File: config.mk
export PLATFORM = sky130hd
export DESIGN_NAME = cam_frame_capture
export DESIGN_NICKNAME = d
export VERILOG_FILES = /design/src/rtl/cam_frame_capture.sv
export SDC_FILE = /design/constraint.sdc
export NUM_CORES = 1
export LEC_CHECK = 0
export CORE_MARGIN = 4
export CORE_UTILIZATION = 30
export CTS_CLUSTER_DIAMETER = 30
export DETAILED_ROUTE_END_ITERATION = 8
export GPL_TIMING_DRIVEN = 0
export HOLD_SLACK_MARGIN = 0.08
export PLACE_DENSITY = 0.45
export SLEW_MARGIN = 5
export SYNTH_ARGS = -nofsm -noshare
export SYNTH_HDL_FRONTEND = slang
export SYNTH_SLANG_ARGS = --single-unit
export TNS_END_PERCENT = 100
File: constraint.sdc
create_clock -name clk -period 2.8 [get_ports clk]
set_input_delay 0.56 -clock clk [delete_from_list [all_inputs] [get_ports clk]]
set_output_delay 0.56 -clock clk [all_outputs]
set_load 0.05 [all_outputs]
File: src/rtl/cam_frame_capture.sv
// rtl/cam_frame_capture.sv - OV7670 RGB565 pixel capture reduced to RGB111 frame-buffer writes
// Define CAM_TESTPATTERN_EN to replace camera data with 8 vertical colour bars.
module cam_frame_capture #(
  parameter int CAM_SCREEN_X = 160,
  parameter int CAM_SCREEN_Y = 120,
  parameter int AW           = 15,
  parameter int DW           = 3
) (
  input  logic          clk,
  input  logic          rst,
  input  logic          CAM_pclk,
  input  logic          CAM_href,
  input  logic          CAM_vsync,
  input  logic [7:0]    CAM_px_data,
  output logic [AW-1:0] mem_px_addr,
  output logic [DW-1:0] mem_px_data,
  output logic          px_wr,
  output logic          frame_done,
  output logic          overflow
);

  localparam int CW = $clog2(CAM_SCREEN_X + 1);
  localparam int RW = $clog2(CAM_SCREEN_Y + 1);
  localparam logic [CW-1:0] COL_MAX  = CW'(CAM_SCREEN_X);
  localparam logic [RW-1:0] ROW_MAX  = RW'(CAM_SCREEN_Y);
  localparam logic [AW-1:0] ROW_STEP = AW'(CAM_SCREEN_X);

  typedef enum logic [1:0] {
    WAIT_FRAME = 2'd0,
    LINE_IDLE  = 2'd1,
    BYTE_LO    = 2'd2
  } state_t;

  logic [1:0]    r_pclk_sync;
  logic [1:0]    r_href_sync;
  logic [1:0]    r_vsync_sync;
  logic [7:0]    r_data_sync1;
  logic [7:0]    r_data_sync2;
  logic          r_pclk_d;
  logic          r_href_d;
  logic          r_vsync_d;

  state_t        r_state;
  state_t        w_state_next;

  logic [CW-1:0] r_col;
  logic [RW-1:0] r_row;
  logic [AW-1:0] r_base;
  logic [7:0]    r_byte_hi;
  logic [AW-1:0] r_addr;
  logic [DW-1:0] r_data;
  logic          r_wr;
  logic          r_done;
  logic          r_ovf;

  logic          w_href;
  logic          w_cap;
  logic          w_href_ok;
  logic          w_href_fall;
  logic          w_vsync_rise;
  logic          w_vsync_fall;
  logic          w_frame_start;
  logic          w_frame_end;
  logic          w_latch_hi;
  logic          w_pixel;
  logic          w_line_end;
  logic          w_in_bounds;
  logic [DW-1:0] w_pixel_data;
  logic          w_unused;

  // Data bus is synchronized with the same depth as pclk so both arrive together.
  always_ff @(posedge clk) begin
    if (rst) begin
      r_pclk_sync  <= '0;
      r_href_sync  <= '0;
      r_vsync_sync <= '0;
      r_data_sync1 <= '0;
      r_data_sync2 <= '0;
      r_pclk_d     <= 1'b0;
      r_href_d     <= 1'b0;
      r_vsync_d    <= 1'b0;
    end else begin
      r_pclk_sync  <= {r_pclk_sync[0], CAM_pclk};
      r_href_sync  <= {r_href_sync[0], CAM_href};
      r_vsync_sync <= {r_vsync_sync[0], CAM_vsync};
      r_data_sync1 <= CAM_px_data;
      r_data_sync2 <= r_data_sync1;
      r_pclk_d     <= r_pclk_sync[1];
      r_href_d     <= r_href_sync[1];
      r_vsync_d    <= r_vsync_sync[1];
    end
  end

  assign w_href       = r_href_sync[1];
  assign w_cap        = r_pclk_sync[1] & ~r_pclk_d;
  assign w_href_fall  = ~w_href & r_href_d;
  // Still accepts a capture in the cycle href is seen falling, so it is processed before line end.
  assign w_href_ok    = w_href | r_href_d;
  assign w_vsync_rise = r_vsync_sync[1] & ~r_vsync_d;
  assign w_vsync_fall = ~r_vsync_sync[1] & r_vsync_d;

  always_ff @(posedge clk) begin
    if (rst) begin
      r_state <= WAIT_FRAME;
    end else begin
      r_state <= w_state_next;
    end
  end

  always_comb begin
    w_state_next  = r_state;
    w_frame_start = 1'b0;
    w_frame_end   = 1'b0;
    w_latch_hi    = 1'b0;
    w_pixel       = 1'b0;
    w_line_end    = 1'b0;
    case (r_state)
      WAIT_FRAME: begin
        if (w_vsync_fall) begin
          w_frame_start = 1'b1;
          w_state_next  = LINE_IDLE;
        end
      end
      LINE_IDLE: begin
        if (w_cap && w_href_ok && !w_href_fall) begin
          w_latch_hi   = 1'b1;
          w_state_next = BYTE_LO;
        end
        w_line_end = w_href_fall && (r_col != '0);
      end
      BYTE_LO: begin
        if (w_cap && w_href_ok) begin
          w_pixel      = 1'b1;
          w_state_next = LINE_IDLE;
        end else if (w_href_fall) begin
          w_state_next = LINE_IDLE;
        end
        w_line_end = w_href_fall && ((r_col != '0) || (w_cap && w_href_ok));
      end
      default: begin
        w_state_next = WAIT_FRAME;
      end
    endcase
    if ((r_state != WAIT_FRAME) && w_vsync_rise) begin
      w_frame_end  = 1'b1;
      w_latch_hi   = 1'b0;
      w_pixel      = 1'b0;
      w_line_end   = 1'b0;
      w_state_next = WAIT_FRAME;
    end
  end

  assign w_in_bounds = (r_col < COL_MAX) && (r_row < ROW_MAX);

`ifdef CAM_TESTPATTERN_EN
  localparam logic [CW-1:0] BAR_LAST = CW'(CAM_SCREEN_X / 8 - 1);

  logic [2:0]    r_bar;
  logic [CW-1:0] r_bar_cnt;

  always_ff @(posedge clk) begin
    if (rst || w_frame_start || w_line_end) begin
      r_bar     <= '0;
      r_bar_cnt <= '0;
    end else if (w_pixel) begin
      if (r_bar_cnt == BAR_LAST) begin
        r_bar_cnt <= '0;
        r_bar     <= r_bar + 3'd1;
      end else begin
        r_bar_cnt <= r_bar_cnt + CW'(1);
      end
    end
  end

  assign w_pixel_data = DW'(r_bar);
  assign w_unused     = ^r_byte_hi;
`else
  // Keep only the MSB of each colour field: R[4], G[5], B[4].
  assign w_pixel_data = DW'({r_byte_hi[7], r_byte_hi[2], r_data_sync2[4]});
  assign w_unused     = ^{r_byte_hi[6:3], r_byte_hi[1:0]};
`endif

  always_ff @(posedge clk) begin
    if (rst) begin
      r_col     <= '0;
      r_row     <= '0;
      r_base    <= '0;
      r_byte_hi <= '0;
      r_addr    <= '0;
      r_data    <= '0;
      r_wr      <= 1'b0;
      r_done    <= 1'b0;
      r_ovf     <= 1'b0;
    end else begin
      r_wr   <= 1'b0;
      r_done <= w_frame_end;
      if (w_frame_start) begin
        r_col  <= '0;
        r_row  <= '0;
        r_base <= '0;
        r_ovf  <= 1'b0;
      end
      if (w_latch_hi) begin
        r_byte_hi <= r_data_sync2;
      end
      if (w_pixel) begin
        if (w_in_bounds) begin
          r_addr <= r_base + AW'(r_col);
          r_data <= w_pixel_data;
          r_wr   <= 1'b1;
        end else begin
          r_ovf <= 1'b1;
        end
        if (r_col != COL_MAX) begin
          r_col <= r_col + CW'(1);
        end
      end
      // Later assignment wins: a pixel on the href-fall cycle is written before col clears.
      if (w_line_end) begin
        r_col <= '0;
        if (r_row != ROW_MAX) begin
          r_row  <= r_row + RW'(1);
          r_base <= r_base + ROW_STEP;
        end
      end
    end
  end

  assign mem_px_addr = r_addr;
  assign mem_px_data = r_data;
  assign px_wr       = r_wr;
  assign frame_done  = r_done;
  assign overflow    = r_ovf;

endmodule
==> flow_summary.toml, run 1 <==
[sta]
finalWorstSetupSlack_ns = 0.391
rsz0062_at_grt = "no"
whs_ns = 0.430
post-route-period-util_pct = 86.0
finClkSkew_ns = 0.00704
fin_setup_tns_ns = 0
tightest_slew_ns = 0.659
hold_viol = 0
relSlewSlack_pct = 56.1
drv_slew = 0
fmax_ghz = 0.415
setup_violations = 0
min_period_ns = 2.41

[cells_and_area]
design_area_sq_um = 4240
diodes = 0
finalNetCount = 474
postLayoutCoreUtil_pct = 37.1
mostFrequentLayoutCells = "dfxtp_1, nand2_1, nor2_1"
fillers = 1221
final_common_cell = "dfxtp_1"
area_growth_pct = 21.0
drive_above_1_share_pct = 7.19

[clock_network]
cts_resized = 0
clock_sinks = 70
cts_max_level = 3
post_cts_buffers = 0
cts_tree = "done"
postCtsHoldBufs = 0
cts-buffers-inserted = 9
clock_latency_ns = 0.33
root_buffer = "clkbuf_16"
path_clk_slew_ns = 0.05
cts_buffer_depth = 2

[drt]
routed_via_density = 5.02
wl_per_cell_microns = 14.8
ant_nets = 0
drtIter0Drc = 79
routed_wirelength_mm = 8.70
routed-via-count = 2951
drc_errors = 0
drtPass1Iterations = 4

[yosys]
synth_nets = 435
avgSynthCellArea_sq_um = 8.69
async_flop_share_pct = 0
yosysUniqueCellTypes = 61
synth_flop_cell = "dfxtp_1"
ys_seq_elements = 70
yosys_warnings = 0
synthCells = 403
syn_area_sq_um = 3500
yosysSeqAreaShare_pct = 40.0
synth_edf_count = 0

[pwr]
p_seq_share_pct = 45.9
p_sw_share_pct = 22.6
p_leak_nw = 1.60
irDropWorstVdd_v = 0.000360
switchingPower_uw = 506
intPower_mw = 1.73
comb_power_share_pct = 6.4
p_clk_share_pct = 47.7
powerDensity_nw_per_um2 = 528

[placement]
post_dp_cell_area_sq_um = 3960
dp_slack_ns = 0.00157
dpl.hpwl_mm = 6.50
port_buffers = 28
place.gp.congestion = 0.759

[min_path]
min_path_type = "flop to flop"

[global_routing]
grt_pass1_wl_mm = 14.3
grtUsageTotal_pct = 13.9
grt_busiest_layer = "met2"
grt_max_degree = 11
antenna_found_initial = 0
grt-ovfl-total = 0
grtUsageMet3_pct = 3.71
use_met2_pct = 22.7
grt_pass1_vias = 2847
globalRouteMet1Util_pct = 17.6

[critical_path]
crit_buf_inv = 4
r2r_slack_ns = 0.48
cp_max_fo = 10
critPathSlowestCell = "clkdlybuf4s50_1"
crit_top_cell = "clkbuf_1"
critical_path_arrival_ns = 2.59
worstPathCellList = "clkdlybuf4s50_1 > clkbuf_1 > clkbuf_1 > buf_1 > nor2_1"
critical-path-top-delay-family = "buffers and inverters"
crit_type = "primary input to flop"
endpoint_kind = "flop"
slowest_delay_ns = 0.54
start_kind = "primary input"
required_ns = 2.98

[status]
status = "finished clean"

[floorplanning]
ios = 34
fp.dieW_microns = 116
core_sq_um = 11400
die_height_microns = 116
start_util_pct = 30.7
die_area_sq_um = 13500
rows = 39

[job]
maxCapViolCount = 0
==> cell families (layout without fill, tap and decap cells) <==
group / count (synthesis) / count (layout) / synth area share, %
AND/OR/NAND/NOR: 171 / 171 / 26.7
multiplexers: 5 / 5 / 1.46
flip-flops: 70 / 70 / 40.0
adder cells (fa/ha/maj): 19 / 19 / 7.00
buffers and inverters: 29 / 71 / 3.39
XOR/XNOR: 10 / 10 / 2.50
AO/OA/AOI/OAI: 99 / 99 / 19.0
==> per-stage QoR <==
step                instances  power [mW]
floorplan                 403        1.15
global placement          574        1.19
detailed placement        574        1.19
CTS                       588        2.29
global route              588        2.35
finish                    588        2.24
==> Yosys cell counts (2+ instances only) <==
| cell type | count | area share, % |
|---|---|---|
| dfxtp_1 | 70 | 40 |
| nand2_1 | 38 | 4.1 |
| nor2_1 | 32 | 3.4 |
| a21oi_1 | 24 | 3.4 |
| o21ai_0 | 20 | 2.9 |
| nor2b_1 | 19 | 3.4 |
| ha_1 | 18 | 6.4 |
| inv_1 | 13 | 1.4 |
| nand3_1 | 13 | 1.9 |
| nand2b_1 | 11 | 2.0 |
| nor3_1 | 10 | 1.4 |
| o21ai_1 | 10 | 1.4 |
| clkbuf_1 | 9 | 0.96 |
| a211oi_1 | 8 | 1.7 |
| a21o_1 | 8 | 1.7 |
| and2_1 | 8 | 1.4 |
| or3_1 | 6 | 1.1 |
| xnor2_1 | 6 | 1.5 |
| buf_2 | 5 | 0.71 |
| and3_1 | 4 | 0.71 |
| mux2i_1 | 4 | 1.1 |
| nand3b_1 | 4 | 0.86 |
| nand4_1 | 4 | 0.71 |
| nor3b_1 | 4 | 0.86 |
| o21bai_1 | 4 | 0.86 |
| xor2_1 | 4 | 1.0 |
| and3b_1 | 3 | 0.75 |
| or4_1 | 3 | 0.64 |
| a2111oi_0 | 2 | 0.50 |
| a31oi_1 | 2 | 0.36 |
| and4_1 | 2 | 0.50 |
| nor4_1 | 2 | 0.36 |
| o211a_1 | 2 | 0.57 |
| o21a_1 | 2 | 0.43 |
| o311ai_1 | 2 | 0.50 |
| o31ai_1 | 2 | 0.43 |
==> state kept, by name (all words and copies together), names as in the netlist <==
name,count
r_href_d,1
r_state,2
r_vsync_sync,2
r_pclk_d,1
r_href_sync,2
r_row,7
r_byte_hi,2
r_base,15
r_data_sync2,3
r_col,8
overflow,1
px_wr,1
r_vsync_d,1
mem_px_addr,15
r_pclk_sync,2
r_data_sync1,3
mem_px_data,3
frame_done,1
==> area by class of cell <==
class / count / area [sq um] / share of cell area (%)
plain buffers: 16 / 70.1 / 1.65
clock buffers: 13 / 270 / 6.38
clock inverters: 1 / 5.00 / 0.118
inverters: 13 / 48.8 / 1.15
multi-input cells: 304 / 1980 / 46.8
flip-flops and latches: 70 / 1400 / 33.1
well taps: 143 / 179 / 4.22
repair buffers: 28 / 280 / 6.61
==> final timing paths <==
path | start | endpoint | cells past startpoint
setup / recovery | rst | frame_done | 5
hold / removal | r_vsync_sync[0] | r_vsync_sync[1] | 1
setup reg to reg | r_state[0] | mem_px_addr[13] | 8
hold reg to reg | r_vsync_sync[0] | r_vsync_sync[1] | 1
==> metal layers <==
metal	part of all wire, %	vias up	routed length (microns)
met1	48	1364	4170
met5	0	-	0
met4	1.4	0	119
met3	4.8	11	416
met2	46	61	3990
li1	-	1515	-
==> power groups by stage <==
stage / Combinational [mW] / Clock [mW] / Sequential [mW]
after floorplan: 0.0972 / 0 / 1.05
after global placement: 0.144 / 0 / 1.05
after detailed placement: 0.145 / 0 / 1.05
after CTS: 0.146 / 1.12 / 1.03
after global routing: 0.162 / 1.15 / 1.03
final: 0.142 / 1.07 / 1.03
==> worst reg2reg max path: stages, from the launching register on <==
cell and delay (ns):
dfxtp_1 0.41, inv_1 0.09, ha_1 0.26, nor3b_2 0.42, nor3_4 0.11, nand3_1 0.28, buf_2 0.34, nor2_1 0.07
a211oi_1 0.24
Power figures use the tool's default switching activity.
==> run 2: changes to the inputs <==
--- a/config.mk
+++ b/config.mk
@@ -5,6 +5,7 @@
 export SDC_FILE = /design/constraint.sdc
 export NUM_CORES = 1
 export LEC_CHECK = 0
+export CAP_MARGIN = 40
 export CORE_MARGIN = 4
 export CORE_UTILIZATION = 30
 export CTS_CLUSTER_DIAMETER = 30
==> results of run 2 <==
Same layout as run 1: the final DEF is identical, and so are final timing and power.
==> run 3: changes to the inputs <==
--- a/config.mk
+++ b/config.mk
@@ -10,9 +10,10 @@
 export CORE_UTILIZATION = 30
 export CTS_CLUSTER_DIAMETER = 30
 export DETAILED_ROUTE_END_ITERATION = 8
+export DONT_BUFFER_PORTS = 1
 export GPL_TIMING_DRIVEN = 0
 export HOLD_SLACK_MARGIN = 0.08
-export PLACE_DENSITY = 0.45
+export PLACE_DENSITY = 0.42
 export SLEW_MARGIN = 5
 export SYNTH_ARGS = -nofsm -noshare
 export SYNTH_HDL_FRONTEND = slang
==> flow_summary.toml, run 3 (synthesized netlist as in run 1, its figures left out) <==
[sta]
fmax_ghz = 0.426
finClkSkew_ns = 0.00727
whs_ns = 0.350
drv_slew = 0
tightest_slew_ns = 0.706
setup_violations = 0
relSlewSlack_pct = 52.9
fin_setup_tns_ns = 0
min_period_ns = 2.35
hold_viol = 0
post-route-period-util_pct = 83.9
rsz0062_at_grt = "no"

[cells_and_area]
mostFrequentLayoutCells = "dfxtp_1, nand2_1, nor2_1"
drive_above_1_share_pct = 8.35
area_growth_pct = 13.0
postLayoutCoreUtil_pct = 34.7
diodes = 0
final_common_cell = "dfxtp_1"
finalNetCount = 446

[critical_path]
endpoint_kind = "flop"
reg2regPathDepth = 8
r2r_start = "r_state[0]"
r2r_slack_ns = 0.45
crit_type = "flop to flop"
cp_max_fo = 10
start_kind = "flop"
critical_path_arrival_ns = 2.60
required_ns = 3.05
r2r_end = "mem_px_addr[13]"

[floorplanning]
die_area_sq_um = 13500
fp.dieW_microns = 116
core_sq_um = 11400
die_height_microns = 116
start_util_pct = 30.7
rows = 39
ios = 34

[global_routing]
grt-ovfl-total = 0
grt_busiest_layer = "met2"
grt_pass1_vias = 2854
use_met2_pct = 20.9
grt_max_degree = 14
grt_pass1_wl_mm = 14.5
grtUsageTotal_pct = 14.0
antenna_found_initial = 0
grtUsageMet3_pct = 4.65
globalRouteMet1Util_pct = 18.7

[min_path]
holdCritStartpoint = "CAM_pclk"
min_to = "r_pclk_sync[0]"
whs_path_depth = 1
min_path_type = "primary input to flop"

[clock_network]
post_cts_buffers = 0
clock_sinks = 70
path_clk_slew_ns = 0.06
cts_resized = 0
clock_latency_ns = 0.34
cts_max_level = 3
cts-buffers-inserted = 9
cts_buffer_depth = 2
cts_tree = "done"
postCtsHoldBufs = 0
root_buffer = "clkbuf_16"

[drt]
drc_errors = 0
routed_wirelength_mm = 8.71
ant_nets = 0
wl_per_cell_microns = 15.5
routed_via_density = 5.07
drtIter0Drc = 91
drtPass1Iterations = 6
routed-via-count = 2848

[pwr]
total_power_mw = 2.21
powerDensity_nw_per_um2 = 559
p_leak_nw = 1.48
irDropWorstVdd_v = 0.000320

[job]
maxCapViolCount = 0

[placement]
dpl.hpwl_mm = 6.34
port_buffers = 0
place.gp.congestion = 0.787

[status]
status = "finished clean"
[run 3: changes by cell type in the layout (fill, tap and decap cells not counted)]
cell             previous run  this run
clkinvlp_4                  0         5
clkbuf_1                   10         9
clkinv_4                    0         1
clkbuf_8                    3         0
clkdlybuf4s50_1            28         0
[run 3: layer usage]
| metal | vias to the layer above | wire [microns] |
|---|---|---|
| li1 | 1461 | - |
| met1 | 1317 | 4350 |
| met2 | 59 | 3730 |
| met3 | 11 | 487 |
| met4 | 0 | 147 |
| met5 | - | 0 |
[run 3: worst max path at each step]
stage / startpoint / slack, ns / depth (start not counted) / endpoint
3_5_place_dp: r_state[0] / 0.48 / 8 / mem_px_addr[13]
2_1_floorplan: r_state[0] / 0.84 / 8 / r_base[13]
6_report: r_state[0] / 0.45 / 8 / mem_px_addr[13]
3_3_place_gp: r_state[0] / 0.48 / 8 / mem_px_addr[13]
5_1_grt: r_state[0] / 0.24 / 8 / mem_px_addr[13]
4_1_cts: r_state[0] / 0.45 / 8 / mem_px_addr[13]
[run 3: cell type report]
cell class / count / area, sq um
Tap cell: 143 / 179
Sequential cell: 70 / 1400
Clock buffer: 9 / 225
Clock inverter: 7 / 51.3
Multi-Input combinational cell: 304 / 1980
Buffer: 16 / 70.1
Fill cell: 1217 / 7460
Inverter: 13 / 48.8
[run 3: power by group]
group / internal (mW) / leakage (nW) / switching [mW] / total (mW)
Sequential: 1.01 / 0.567 / 0.0165 / 1.03
Combinational: 0.0477 / 0.795 / 0.0815 / 0.129
Clock: 0.598 / 0.120 / 0.454 / 1.05
Total: 1.66 / 1.48 / 0.552 / 2.21
[run 3: worst max-delay path: stages, from the launching register on]
cell      delay (ns)
dfxtp_1         0.41
inv_1           0.09
ha_1            0.27
nor3b_2         0.42
nor3_4          0.12
nand3_1         0.30
buf_2           0.36
nor2_1          0.07
a211oi_1        0.23
[run 3: stage by stage]
step,cells,area [sq um],worst slack (ns)
after CTS,562,3960,0.452
after floorplan,403,3500,0.835
after global placement,546,3680,0.480
final,562,3960,0.450
after global routing,562,3960,0.245
after detailed placement,546,3680,0.485
